$ cat src/rtl/alu_pkg.sv
`default_nettype none
// ============================================================================
// Module   : alu_pkg
// Brief    : Opcode encodings and FSM state type shared by the multicycle ALU.
// Revision : 1.0 - initial release
// ============================================================================
package alu_pkg;

    localparam logic [2:0] c_OP_MUL = 3'd0;
    localparam logic [2:0] c_OP_ILL = 3'd1;
    localparam logic [2:0] c_OP_BEQ = 3'd2;
    localparam logic [2:0] c_OP_BLT = 3'd3;
    localparam logic [2:0] c_OP_ADD = 3'd4;
    localparam logic [2:0] c_OP_SUB = 3'd5;
    localparam logic [2:0] c_OP_AND = 3'd6;
    localparam logic [2:0] c_OP_OR  = 3'd7;

    typedef enum logic [1:0] {
        ST_IDLE = 2'd0,
        ST_EXEC = 2'd1,
        ST_MUL  = 2'd2,
        ST_DONE = 2'd3
    } alu_state_t;

endpackage : alu_pkg
`default_nettype wire

$ cat src/rtl/alu_mul_iter.sv
`default_nettype none
// ============================================================================
// Module   : alu_mul_iter
// Brief    : Shift-add multiplier, one multiplier bit per step, low WIDTH bits.
// Revision : 1.0 - initial release
// ============================================================================
module alu_mul_iter
    import alu_pkg::*;
#(
    parameter int WIDTH = 32
) (
    input  logic             clk,
    input  logic             rst,
    input  logic             i_load,
    input  logic             i_step,
    input  logic [WIDTH-1:0] i_mcand,
    input  logic [WIDTH-1:0] i_mplier,
    output logic [WIDTH-1:0] o_product_next,
    output logic             o_finish
);

    logic [WIDTH-1:0] r_mcand;
    logic [WIDTH-1:0] r_mplier;
    logic [WIDTH-1:0] r_acc;
    logic [WIDTH-1:0] w_acc_next;

    assign w_acc_next     = r_acc + (r_mplier[0] ? r_mcand : '0);
    assign o_product_next = w_acc_next;
    // The step in flight is the last one once no set multiplier bits remain above bit 0.
    assign o_finish       = (r_mplier[WIDTH-1:1] == '0);

    always_ff @(posedge clk) begin
        if (rst) begin
            r_mcand  <= '0;
            r_mplier <= '0;
            r_acc    <= '0;
        end else if (i_load) begin
            r_mcand  <= i_mcand;
            r_mplier <= i_mplier;
            r_acc    <= '0;
        end else if (i_step) begin
            r_acc    <= w_acc_next;
            r_mcand  <= r_mcand << 1;
            r_mplier <= r_mplier >> 1;
        end
    end

endmodule : alu_mul_iter
`default_nettype wire

$ cat src/rtl/multicycle_alu.sv
`default_nettype none
// ============================================================================
// Module   : multicycle_alu
// Brief    : Multicycle ALU with single-cycle EXEC ops and iterative MUL.
// Revision : 1.0 - initial release
// ============================================================================
module multicycle_alu
    import alu_pkg::*;
#(
    parameter int WIDTH      = 32,
    parameter bit SIGNED_BLT = 1'b1
) (
    input  logic             clk,
    input  logic             rst,
    input  logic             start,
    input  logic [WIDTH-1:0] ip_0,
    input  logic [WIDTH-1:0] ip_1,
    input  logic [2:0]       opcode,
    output logic [WIDTH-1:0] op_0,
    output logic             change_pc,
    output logic             zero,
    output logic             busy,
    output logic             done,
    output logic             illegal
);

    alu_state_t       r_state;
    alu_state_t       w_state_next;
    logic [WIDTH-1:0] r_a;
    logic [WIDTH-1:0] r_b;
    logic [2:0]       r_opcode;
    logic [WIDTH-1:0] r_op_0;
    logic             r_change_pc;
    logic             r_zero;
    logic             r_illegal;

    logic             w_accept;
    logic             w_mul_load;
    logic             w_mul_step;
    logic             w_mul_finish;
    logic             w_retire;
    logic             w_lt;
    logic             w_branch;
    logic [WIDTH-1:0] w_mul_product;
    logic [WIDTH-1:0] w_diff;
    logic [WIDTH-1:0] w_result;

    always_ff @(posedge clk) begin
        if (rst) begin
            r_state <= ST_IDLE;
        end else begin
            r_state <= w_state_next;
        end
    end

    always_comb begin
        w_state_next = r_state;
        w_accept     = 1'b0;
        w_mul_load   = 1'b0;
        w_mul_step   = 1'b0;
        w_retire     = 1'b0;
        case (r_state)
            ST_IDLE: begin
                if (start) begin
                    w_accept = 1'b1;
                    if (opcode == c_OP_MUL) begin
                        w_mul_load   = 1'b1;
                        w_state_next = ST_MUL;
                    end else begin
                        w_state_next = ST_EXEC;
                    end
                end
            end
            ST_EXEC: begin
                w_retire     = 1'b1;
                w_state_next = ST_DONE;
            end
            ST_MUL: begin
                w_mul_step = 1'b1;
                if (w_mul_finish) begin
                    w_retire     = 1'b1;
                    w_state_next = ST_DONE;
                end
            end
            ST_DONE: begin
                w_state_next = ST_IDLE;
            end
            default: begin
                w_state_next = ST_IDLE;
            end
        endcase
    end

    // Operands are frozen at accept so the caller may change inputs freely afterwards.
    always_ff @(posedge clk) begin
        if (rst) begin
            r_a      <= '0;
            r_b      <= '0;
            r_opcode <= c_OP_ADD;
        end else if (w_accept) begin
            r_a      <= ip_0;
            r_b      <= ip_1;
            r_opcode <= opcode;
        end
    end

    alu_mul_iter #(
        .WIDTH (WIDTH)
    ) u_mul_iter (
        .clk            (clk),
        .rst            (rst),
        .i_load         (w_mul_load),
        .i_step         (w_mul_step),
        .i_mcand        (ip_0),
        .i_mplier       (ip_1),
        .o_product_next (w_mul_product),
        .o_finish       (w_mul_finish)
    );

    assign w_diff = r_a - r_b;

    generate
        if (SIGNED_BLT) begin : g_blt_signed
            assign w_lt = ($signed(r_a) < $signed(r_b));
        end else begin : g_blt_unsigned
            assign w_lt = (r_a < r_b);
        end
    endgenerate

    always_comb begin
        w_result = '0;
        w_branch = 1'b0;
        case (r_opcode)
            c_OP_MUL: w_result = w_mul_product;
            c_OP_BEQ: begin
                w_result = w_diff;
                w_branch = (r_a == r_b);
            end
            c_OP_BLT: begin
                w_result = w_diff;
                w_branch = w_lt;
            end
            c_OP_ADD: w_result = r_a + r_b;
            c_OP_SUB: w_result = w_diff;
            c_OP_AND: w_result = r_a & r_b;
            c_OP_OR:  w_result = r_a | r_b;
            default:  w_result = '0;
        endcase
    end

    // Result flags update only on the edge entering DONE and hold until the next one.
    always_ff @(posedge clk) begin
        if (rst) begin
            r_op_0      <= '0;
            r_change_pc <= 1'b0;
            r_zero      <= 1'b1;
            r_illegal   <= 1'b0;
        end else if (w_retire) begin
            r_op_0      <= w_result;
            r_change_pc <= w_branch;
            r_zero      <= (w_result == '0);
            r_illegal   <= (r_opcode == c_OP_ILL);
        end
    end

    assign op_0      = r_op_0;
    assign change_pc = r_change_pc;
    assign zero      = r_zero;
    assign illegal   = r_illegal;
    assign busy      = (r_state != ST_IDLE);
    assign done      = (r_state == ST_DONE);

endmodule : multicycle_alu
`default_nettype wire

$ cat config.mk
export PLATFORM = sky130hd
export DESIGN_NAME = multicycle_alu
export DESIGN_NICKNAME = d
export VERILOG_FILES = /design/src/rtl/alu_pkg.sv /design/src/rtl/alu_mul_iter.sv /design/src/rtl/multicycle_alu.sv
export SDC_FILE = /design/constraint.sdc
export NUM_CORES = 1
export LEC_CHECK = 0
export ABC_AREA = 1
export CORE_MARGIN = 4
export CORE_UTILIZATION = 37
export CTS_CLUSTER_DIAMETER = 120
export DETAILED_ROUTE_END_ITERATION = 6
export PLACE_DENSITY = 0.52
export SLEW_MARGIN = 5
export SYNTH_ARGS = -nofsm -noshare
export SYNTH_HDL_FRONTEND = slang
export SYNTH_SLANG_ARGS = --single-unit
$ cat constraint.sdc
create_clock -name clk -period 6.9 [get_ports clk]
set_clock_uncertainty 0.1 [all_clocks]
set_input_delay 1.035 -clock clk [delete_from_list [all_inputs] [get_ports clk]]
set_output_delay 1.035 -clock clk [all_outputs]
set_load 0.01 [all_outputs]
==> results of run 1 <==
-- kinds of logic (layout without fill, tap and decap cells) --
| group | count (synthesis) | after routing | share of synthesized area, % |
|---|---|---|---|
| AOI/OAI and AO/OA | 456 | 456 | 15.19 |
| and+or+nand+nor | 1473 | 1473 | 36.17 |
| DFF | 200 | 200 | 23.56 |
| buffers and inverters | 601 | 638 | 13.97 |
| xor gates and xnor gates | 6 | 6 | 0.3092 |
| adders and majority gates | 145 | 145 | 10.81 |
-- layout by cell type, fill, tap and decap left out, drive strengths merged --
cell type,count
nand2,907
inv,492
nor2,267
nand3,214
a21oi,203
dfxtp,200
ha,142
o21ai,141
clkdlybuf4s50,105
nand4,36
a31oi,30
o2111ai,24
o211ai,21
nor3,20
clkbuf,18
o21bai,15
nand3b,12
buf,12
nor4,7
and2,6
o221ai,5
a22oi,5
o22ai,5
clkinv,5
xor2,4
a211oi,4
bufinv,4
fa,3
xnor2,2
a211o,2
and3,2
clkinvlp,2
or2,2
a41oi,1
-- routing by layer --
layer  vias up  wire, um  track usage [%]
met5         -         8                0
met4         2      1598            7.763
met3        70      3854            3.501
met2       569     30550            42.83
met1      8663     33650            39.77
li1       9159         -                -
-- metrics by stage --
step	instances	total power, mW	util [%]	setup WS [ns]
3_5_place_dp	3487	6.166	40.51	1.957
5_1_grt	3518	7.889	41.89	2.085
4_1_cts	3518	7.294	41.89	2.447
2_1_floorplan	2881	4.629	-	4.232
3_3_place_gp	3487	6.135	40.51	2.064
6_report	3518	7.331	41.89	2.450
-- worst paths after layout --
check | startpoint | to | slack (ns) | cells after the start
min reg2reg | u_mul_iter.r_acc[0]$_SDFFE_PP0P_ | u_mul_iter.r_acc[0]$_SDFFE_PP0P_ | 0.37 | 2
max reg2reg | r_state[0]$_SDFFE_PP0P_ | u_mul_iter.r_mcand[30]$_SDFFE_PP0P_ | 2.80 | 13
min | u_mul_iter.r_acc[0]$_SDFFE_PP0P_ | u_mul_iter.r_acc[0]$_SDFFE_PP0P_ | 0.37 | 2
max | start | u_mul_iter.r_mcand[30]$_SDFFE_PP0P_ | 2.45 | 12
-- flip-flops by register name (all words and copies together), names as in the netlist --
| signal | count |
|---|---|
| op_0 | 32 |
| u_mul_iter.r_mcand | 32 |
| r_a | 32 |
| r_opcode | 3 |
| zero | 1 |
| u_mul_iter.r_acc | 32 |
| u_mul_iter.r_mplier | 32 |
| r_state | 2 |
| change_pc | 1 |
| illegal | 1 |
| r_b | 32 |
-- layout make-up --
class / count / share of cell area (%)
clock buffer: 18 / 2.258
clock inverter: 13 / 1.027
inverter: 490 / 9.689
multi-input combinational: 2080 / 56.03
sequential: 200 / 21.06
tap: 600 / 3.949
timing repair buffer: 117 / 5.990
-- worst max-delay path, cell delays in order --
cell             delay [ns]
clkdlybuf4s50_1        0.48
nand2_4                0.51
nor2_4                 0.06
buf_4                  0.34
inv_2                  0.69
nand2_2                0.26
inv_1                  0.57
buf_4                  0.42
nand2_1                0.12
o211ai_1               0.10
nand2_1                0.07
inv_1                  0.06
-- power by group --
| group | switching, mW | internal [mW] |
|---|---|---|
| clock network | 0.498 | 0.611 |
| logic | 3.20 | 1.35 |
| registers | 0.225 | 1.45 |
==> results.json, run 1 <==
{
  "cp.arrival_ns": 4.76,
  "setup_viol": 0,
  "synth_cell_types": 45,
  "areaGrowthSynthToFinish_pct": 11.85,
  "multi_input_area_sq_um": 10650,
  "synth_top_area_cell": "dfxtp_1",
  "clock_sinks": 200,
  "power_leakage_nw": 9.646,
  "slew_violations": 0,
  "crit_required_ns": 7.21,
  "ys_top_cells_by_area": "dfxtp_1 (24%), nand2_1 (20%), inv_1 (11%), ha_1 (10%), nand3_1 (6.2%)",
  "pin_count": 107,
  "htreeDepth": 4,
  "async_flop_share_pct": 0,
  "cts-buffers-inserted": 17,
  "wirelength_mm": 69.66,
  "drive_above_1_share_pct": 3.838,
  "grt.total_usage_pct": 27.44,
  "worst_slew_pin_slew_ns": 1.102,
  "cts_setup_buffers": 0,
  "num-nets-final": 3121,
  "hold_class": "flip-flop to flip-flop",
  "floorplan.initialDensity_pct": 37.45,
  "period_share_pct": 64.49,
  "critical_path_class": "input port to flip-flop",
  "via_per_inst": 5.248,
  "rsz0062_at_grt": "false",
  "fin_crit_ns": 4.450,
  "dieHeight_um": 222.3,
  "yosysSeqAreaShare_pct": 23.56,
  "status": "finished clean",
  "clk_pin_slew_ns": 0.07,
  "max-clock-path-buffers": 2,
  "fmax_mhz": 224.7,
  "place_area_sq_um": 18390,
  "cts_resized": 0,
  "syn-cell-area_sq_um": 17000,
  "synth_most_common_cell": "nand2_1",
  "seq_area_sq_um": 4004,
  "fillCellCount": 5018,
  "synth_edf_count": 0,
  "grt_pass1_vias": 17500,
  "max_slew_margin_pct": 25.77,
  "ys_seq_elements": 200,
  "startpoint_type": "input port",
  "netlist_instances": 2881,
  "vdd_drop_max_mv": 0.2127,
  "final_cell_area_sq_um": 19010,
  "fp.coreArea_sq_um": 45380,
  "vias": 18460,
  "io_buffers": 106,
  "wl_per_cell_um": 19.80,
  "cap_viol_max_count": 0,
  "route.detailed.drc": 0,
  "dieArea_sq_um": 49430,
  "dp_hpwl_mm": 55.86,
  "ys_warn_count": 0,
  "grt_max_degree": 76,
  "synthFlopType": "dfxtp_1",
  "rows": 78,
  "die_w_um": 222.3,
  "place.gp.congestion": 0.9712,
  "whs_ns": 0.3743,
  "grt_overflow": 0,
  "antenna_found_initial": 1,
  "cellPowerDensity_nw_per_um2": 385.7,
  "setup.worst_path.end_class": "flip-flop",
  "grt_pass1_wl_mm": 105.1,
  "crit_fanout": 63,
  "timing_hold_violations_final": 0,
  "syn_nets": 3096,
  "tns_ns": 0,
  "root_buffer": "clkbuf_16",
  "first_pass_iters": 5,
  "insertion_delay_ns": 0.47,
  "ys_top_cells_by_count": "nand2_1 (890), inv_1 (476), nor2_1 (243)",
  "cts_hold_buf": 0,
  "synth.avg_cell_area_sq_um": 5.899,
  "diodes": 0,
  "drtAntennaViolNets": 0,
  "detail_route.iter0.violations": 1707,
  "tritoncts": "built",
  "yosysTopAreaCellShare_pct": 23.56
}
Power figures use the tool's default switching activity.
==> run 2: changes to the inputs <==
Clock period 6.9 ns to 4.7 ns, I/O delays scaled along.
==> run 2 against run 1 <==
Utilization up 0.096 points. Worst setup slack lost 1.4 ns. Sequential power is 48% higher. Critical path type is now flip-flop to flip-flop. Highest routed layer is now met4.
==> results.json, run 2 (synthesized netlist as in run 1, its figures left out) <==
{
  "fin_crit_ns": 3.638,
  "startpoint_type": "flip-flop",
  "dieArea_sq_um": 49430,
  "met2_usage_pct": 42.84,
  "detail_route.iter0.violations": 1434,
  "grt.met3_usage_pct": 2.695,
  "timing_hold_violations_final": 0,
  "rows": 78,
  "areaGrowthSynthToFinish_pct": 12.11,
  "p_sw_mw": 5.672,
  "slew_violations": 0,
  "final_common_cell": "nand2_1",
  "layout_common_cells": "nand2_1 (889), inv_1 (476), nor2_1 (243)",
  "clk_pin_slew_ns": 0.07,
  "crit_chain": "nand2_1 -> inv_1 -> ha_1 -> fa_1 -> nand3_1 -> nand2_1 -> nand2_1 -> nand3_1 -> nand4_1 -> nor2_1 -> nand3_1 -> nor2_1 -> nand3_1 -> nor2_1 -> nand2_1 -> nor2_1 -> nand3_1 -> nand2_1",
  "grt_pass1_wl_mm": 104.5,
  "clkPwrFrac_pct": 15.2,
  "grt.met1_usage_pct": 40.47,
  "r2r_setup_slack_ns": 1.06,
  "via_per_inst": 5.233,
  "vdd_drop_max_mv": 0.3109,
  "vias": 18450,
  "cts_hold_buf": 0,
  "swShare_pct": 53.01,
  "cellPowerDensity_nw_per_um2": 561.6,
  "cts-buffers-inserted": 17,
  "fp.coreArea_sq_um": 45380,
  "setup_viol": 0,
  "max-clock-path-buffers": 2,
  "insertion_delay_ns": 0.47,
  "diodes": 0,
  "setup.worst_path.end_class": "flip-flop",
  "grt_pass1_vias": 17260,
  "wl_per_cell_um": 19.67,
  "cts_setup_buffers": 0,
  "drive_above_1_share_pct": 4.068,
  "max_slew_margin_pct": 35.54,
  "critPathMaxStageDelay_ns": 0.74,
  "antenna_found_initial": 3,
  "place.gp.congestion": 0.9352,
  "grt_overflow": 0,
  "htreeDepth": 4,
  "intPower_mw": 5.028,
  "wirelength_mm": 69.32,
  "root_buffer": "clkbuf_16",
  "status": "finished clean",
  "cp.arrival_ns": 3.95,
  "crit_fanout": 19,
  "fmax_mhz": 274.8,
  "clock_sinks": 200,
  "crit_slowest_cell": "dfxtp_1",
  "combPwrFrac_pct": 61.7,
  "cap_viol_max_count": 0,
  "pin_count": 107,
  "dp_hpwl_mm": 56.74,
  "period_share_pct": 77.41,
  "grt.total_usage_pct": 27.37,
  "power_leakage_nw": 9.681,
  "critical_path_class": "flip-flop to flip-flop",
  "hold_class": "flip-flop to flip-flop",
  "die_w_um": 222.3,
  "whs_ns": 0.3748,
  "route.detailed.drc": 0,
  "grt-busiest-layer": "met2",
  "io_buffers": 106,
  "tns_ns": 0,
  "final_cell_area_sq_um": 19050,
  "floorplan.initialDensity_pct": 37.45,
  "cp_top_family": "simple AND/OR/NAND/NOR gates",
  "rsz0062_at_grt": "false",
  "dieHeight_um": 222.3,
  "drtAntennaViolNets": 0,
  "num-nets-final": 3127,
  "final_cells": 3525,
  "cp_num_buf_inv": 1,
  "tritoncts": "built",
  "cts_resized": 0,
  "worst_slew_pin_slew_ns": 0.9654,
  "first_pass_iters": 5,
  "pwr-share-seq_pct": 23.1,
  "placed_cells": 3493,
  "place_area_sq_um": 18420,
  "crit_required_ns": 5.01,
  "grt_max_degree": 80
}
[run 2: cell count changes in the layout (fill, tap and decap cells not counted), sizes merged]
cell and change:
buf +6, clkinv +2, inv -1
[run 2: routing by layer]
metal	share of wire [%]	routed length (um)
met1	49	34180
met2	44	30440
met3	4.6	3173
met4	2.2	1533
met5	0	0
[run 2: area by class of cell]
cell class | instances | area, sq um
Clock inverter | 14 | 196.4
Multi-Input combinational cell | 2080 | 10640
Timing Repair Buffer | 123 | 1184
Clock buffer | 18 | 439.2
Tap cell | 600 | 750.7
Fill cell | 5067 | 26330
Sequential cell | 200 | 4004
Inverter | 490 | 1842
[run 2: stage by stage]
stage | setup slack, ns | total power [mW] | util [%]
after global routing | 0.6569 | 11.58 | 41.99
after global placement | 1.021 | 8.964 | 40.58
after CTS | 0.9801 | 10.68 | 41.99
final | 1.062 | 10.70 | 41.99
after floorplan | 2.032 | 6.795 | -
after detailed placement | 0.9164 | 9.016 | 40.58
[run 2: worst paths after layout]
path                                             from                                to  cells after the start
setup / recovery  u_mul_iter.r_mplier[0]$_SDFFE_PP0P_                 zero$_SDFFE_PP1P_                     18
hold / removal       u_mul_iter.r_acc[0]$_SDFFE_PP0P_  u_mul_iter.r_acc[0]$_SDFFE_PP0P_                      2
setup reg to reg  u_mul_iter.r_mplier[0]$_SDFFE_PP0P_                 zero$_SDFFE_PP1P_                     18
hold reg to reg      u_mul_iter.r_acc[0]$_SDFFE_PP0P_  u_mul_iter.r_acc[0]$_SDFFE_PP0P_                      2
[run 2: worst register-to-register path, cell delays in order (launching register included)]
cell and delay, ns:
dfxtp_1 0.74, nand2_1 0.11, inv_1 0.09, ha_1 0.28
fa_1 0.38, nand3_1 0.14, nand2_1 0.16, nand2_1 0.09
nand3_1 0.18, nand4_1 0.23, nor2_1 0.16, nand3_1 0.10
nor2_1 0.18, nand3_1 0.09, nor2_1 0.12, nand2_1 0.11
nor2_1 0.19, nand3_1 0.10, nand2_1 0.07
[run 2: power by group through the flow]
stage               registers, mW  clock network, mW  logic (mW)
floorplan                    2.45                  0        4.35
global route                 2.52               1.74        7.32
CTS                          2.47               1.66        6.54
detailed placement           2.50                  0        6.51
global placement             2.49                  0        6.47
finish                       2.47               1.63        6.60
==> run 3: changes to the inputs <==
Settings changed: PLACE_DENSITY 0.52 to 0.54.
Clock period 4.7 ns to 2.9 ns, I/O delays scaled along.
==> run 3 against run 2 <==
Via count rose by 6.5%. Wire length rose by 2.1%. Critical endpoint unchanged. Total power rose by 96%. Critical path type unchanged. Highest routed layer unchanged. Largest cell class unchanged.
==> results.json, run 3 (synthesized netlist as in run 1, its figures left out) <==
{
  "setup.worst_path.end_class": "flip-flop",
  "whs_ns": 0.3698,
  "hold_class": "input port to flip-flop",
  "pin_count": 107,
  "clock_sinks": 200,
  "final_common_cell": "nand2_1",
  "fmax_mhz": 356.2,
  "grt_pass1_vias": 18390,
  "root_buffer": "clkbuf_16",
  "dp_hpwl_mm": 56.61,
  "via_per_inst": 5.129,
  "tritoncts": "built",
  "rows": 78,
  "cellPowerDensity_nw_per_um2": 919.7,
  "place_area_sq_um": 20570,
  "met3_length_mm": 4.439,
  "drtAntennaViolNets": 0,
  "slew_violations": 0,
  "floorplan.initialDensity_pct": 37.45,
  "detail_route.iter0.violations": 1662,
  "num-nets-final": 3431,
  "insertion_delay_ns": 0.47,
  "diodes": 0,
  "wirelength_mm": 70.81,
  "cp.arrival_ns": 3.12,
  "areaGrowthSynthToFinish_pct": 33.90,
  "htreeDepth": 4,
  "route.detailed.drc": 0,
  "status": "finished clean",
  "postLayoutCoreUtil_pct": 50.15,
  "cap_viol_max_count": 0,
  "grt_max_degree": 82,
  "crit_required_ns": 3.21,
  "grt_overflow": 0,
  "first_pass_iters": 6,
  "crit_fanout": 8,
  "io_buffers": 106,
  "dieHeight_um": 222.3,
  "dieArea_sq_um": 49430,
  "setup_viol": 0,
  "fin_crit_ns": 2.808,
  "fp.coreArea_sq_um": 45380,
  "die_w_um": 222.3,
  "vdd_drop_max_mv": 0.5554,
  "fillCellCount": 4759,
  "worst_slew_pin_slew_ns": 0.7580,
  "antenna_found_initial": 1,
  "wl_per_cell_um": 18.49,
  "critical_path_class": "flip-flop to flip-flop",
  "highest_layer": "met4",
  "final_cell_area_sq_um": 22760,
  "layout_common_cells": "nand2_1 (832), inv_1 (460), buf_4 (310)",
  "place.gp.congestion": 0.9912,
  "wl_met2_mm": 31.66,
  "startpoint_type": "flip-flop",
  "power_leakage_nw": 11.37,
  "max-clock-path-buffers": 2,
  "timing_hold_violations_final": 0,
  "period_share_pct": 96.81,
  "max_slew_margin_pct": 49.47,
  "clk_pin_slew_ns": 0.07,
  "drive_above_1_share_pct": 20.81,
  "rsz0062_at_grt": "true",
  "grt_pass1_wl_mm": 104.9,
  "grt.total_usage_pct": 27.10,
  "cts-buffers-inserted": 17,
  "wl_met1_mm": 32.79,
  "vias": 19640
}
run 3: through the flow:
step / setup slack, ns / cells / power [mW] / TNS, ns
2_1_floorplan: 0.2316 / 2881 / 11.01 / 0
4_1_cts: -0.007052 / 3806 / 19.48 / -0.007052
6_report: 0.09240 / 3829 / 20.93 / 0
3_5_place_dp: -0.1827 / 3772 / 16.76 / -0.3179
3_3_place_gp: -0.2006 / 3772 / 16.67 / -0.2840
5_1_grt: -0.09929 / 3829 / 22.46 / -0.1815
run 3: metal layers:
metal  up-vias  GRT usage [%]
met3        97          3.250
met2       594          43.46
met1      9144          38.67
met4         0          7.123
met5         -              0
li1       9803              -
run 3: final timing paths:
check	startpoint	endpoint	slack (ns)	cells after the start
worst max-delay path	u_mul_iter.r_mplier[0]$_SDFFE_PP0P_	zero$_SDFFE_PP1P_	0.09	18
worst min-delay path	rst	r_opcode[2]$_SDFFE_PP1P_	0.37	3
worst max register to register	u_mul_iter.r_mplier[0]$_SDFFE_PP0P_	zero$_SDFFE_PP1P_	0.09	18
worst min register to register	u_mul_iter.r_mcand[0]$_SDFFE_PP0P_	u_mul_iter.r_mcand[0]$_SDFFE_PP0P_	0.39	2
run 3: power by group:
group | internal [mW] | switching (mW)
Combinational | 5.83 | 8.54
Sequential | 3.45 | 0.547
Clock | 1.41 | 1.15
run 3: critical path, cell delays in order, from the launching register on:
cell and delay [ns]:
dfxtp_4 0.45, nand2_2 0.07, inv_2 0.07, ha_4 0.13
fa_2 0.47, nand2_4 0.11, nand3_2 0.08, nor2_2 0.11
buf_4 0.13, nand2_1 0.06, nor2_2 0.13, nand3_2 0.13
nor2_4 0.15, nand3_2 0.07, nor2_2 0.14, nand2_2 0.09
nor2_2 0.12, nand3_1 0.08, nand2_1 0.06
run 3: timing repair:
action,4_1_cts,5_1_grt
pin swaps,4,71
cloned,0,3
hold buffers,0,0
gates resized for setup,30,292
buffers inserted,2,20
endpoints found under the setup margin,6,14
run 3: layout make-up:
| class | instances | area [sq um] | area share [%] |
|---|---|---|---|
| multi-input combinational | 2080 | 11960 | 52.54 |
| clock buffer | 21 | 460.4 | 2.023 |
| inverter | 490 | 1849 | 8.126 |
| tap | 600 | 750.7 | 3.299 |
| timing repair buffer | 427 | 3578 | 15.72 |
| clock inverter | 11 | 145.1 | 0.6378 |
| sequential | 200 | 4016 | 17.65 |
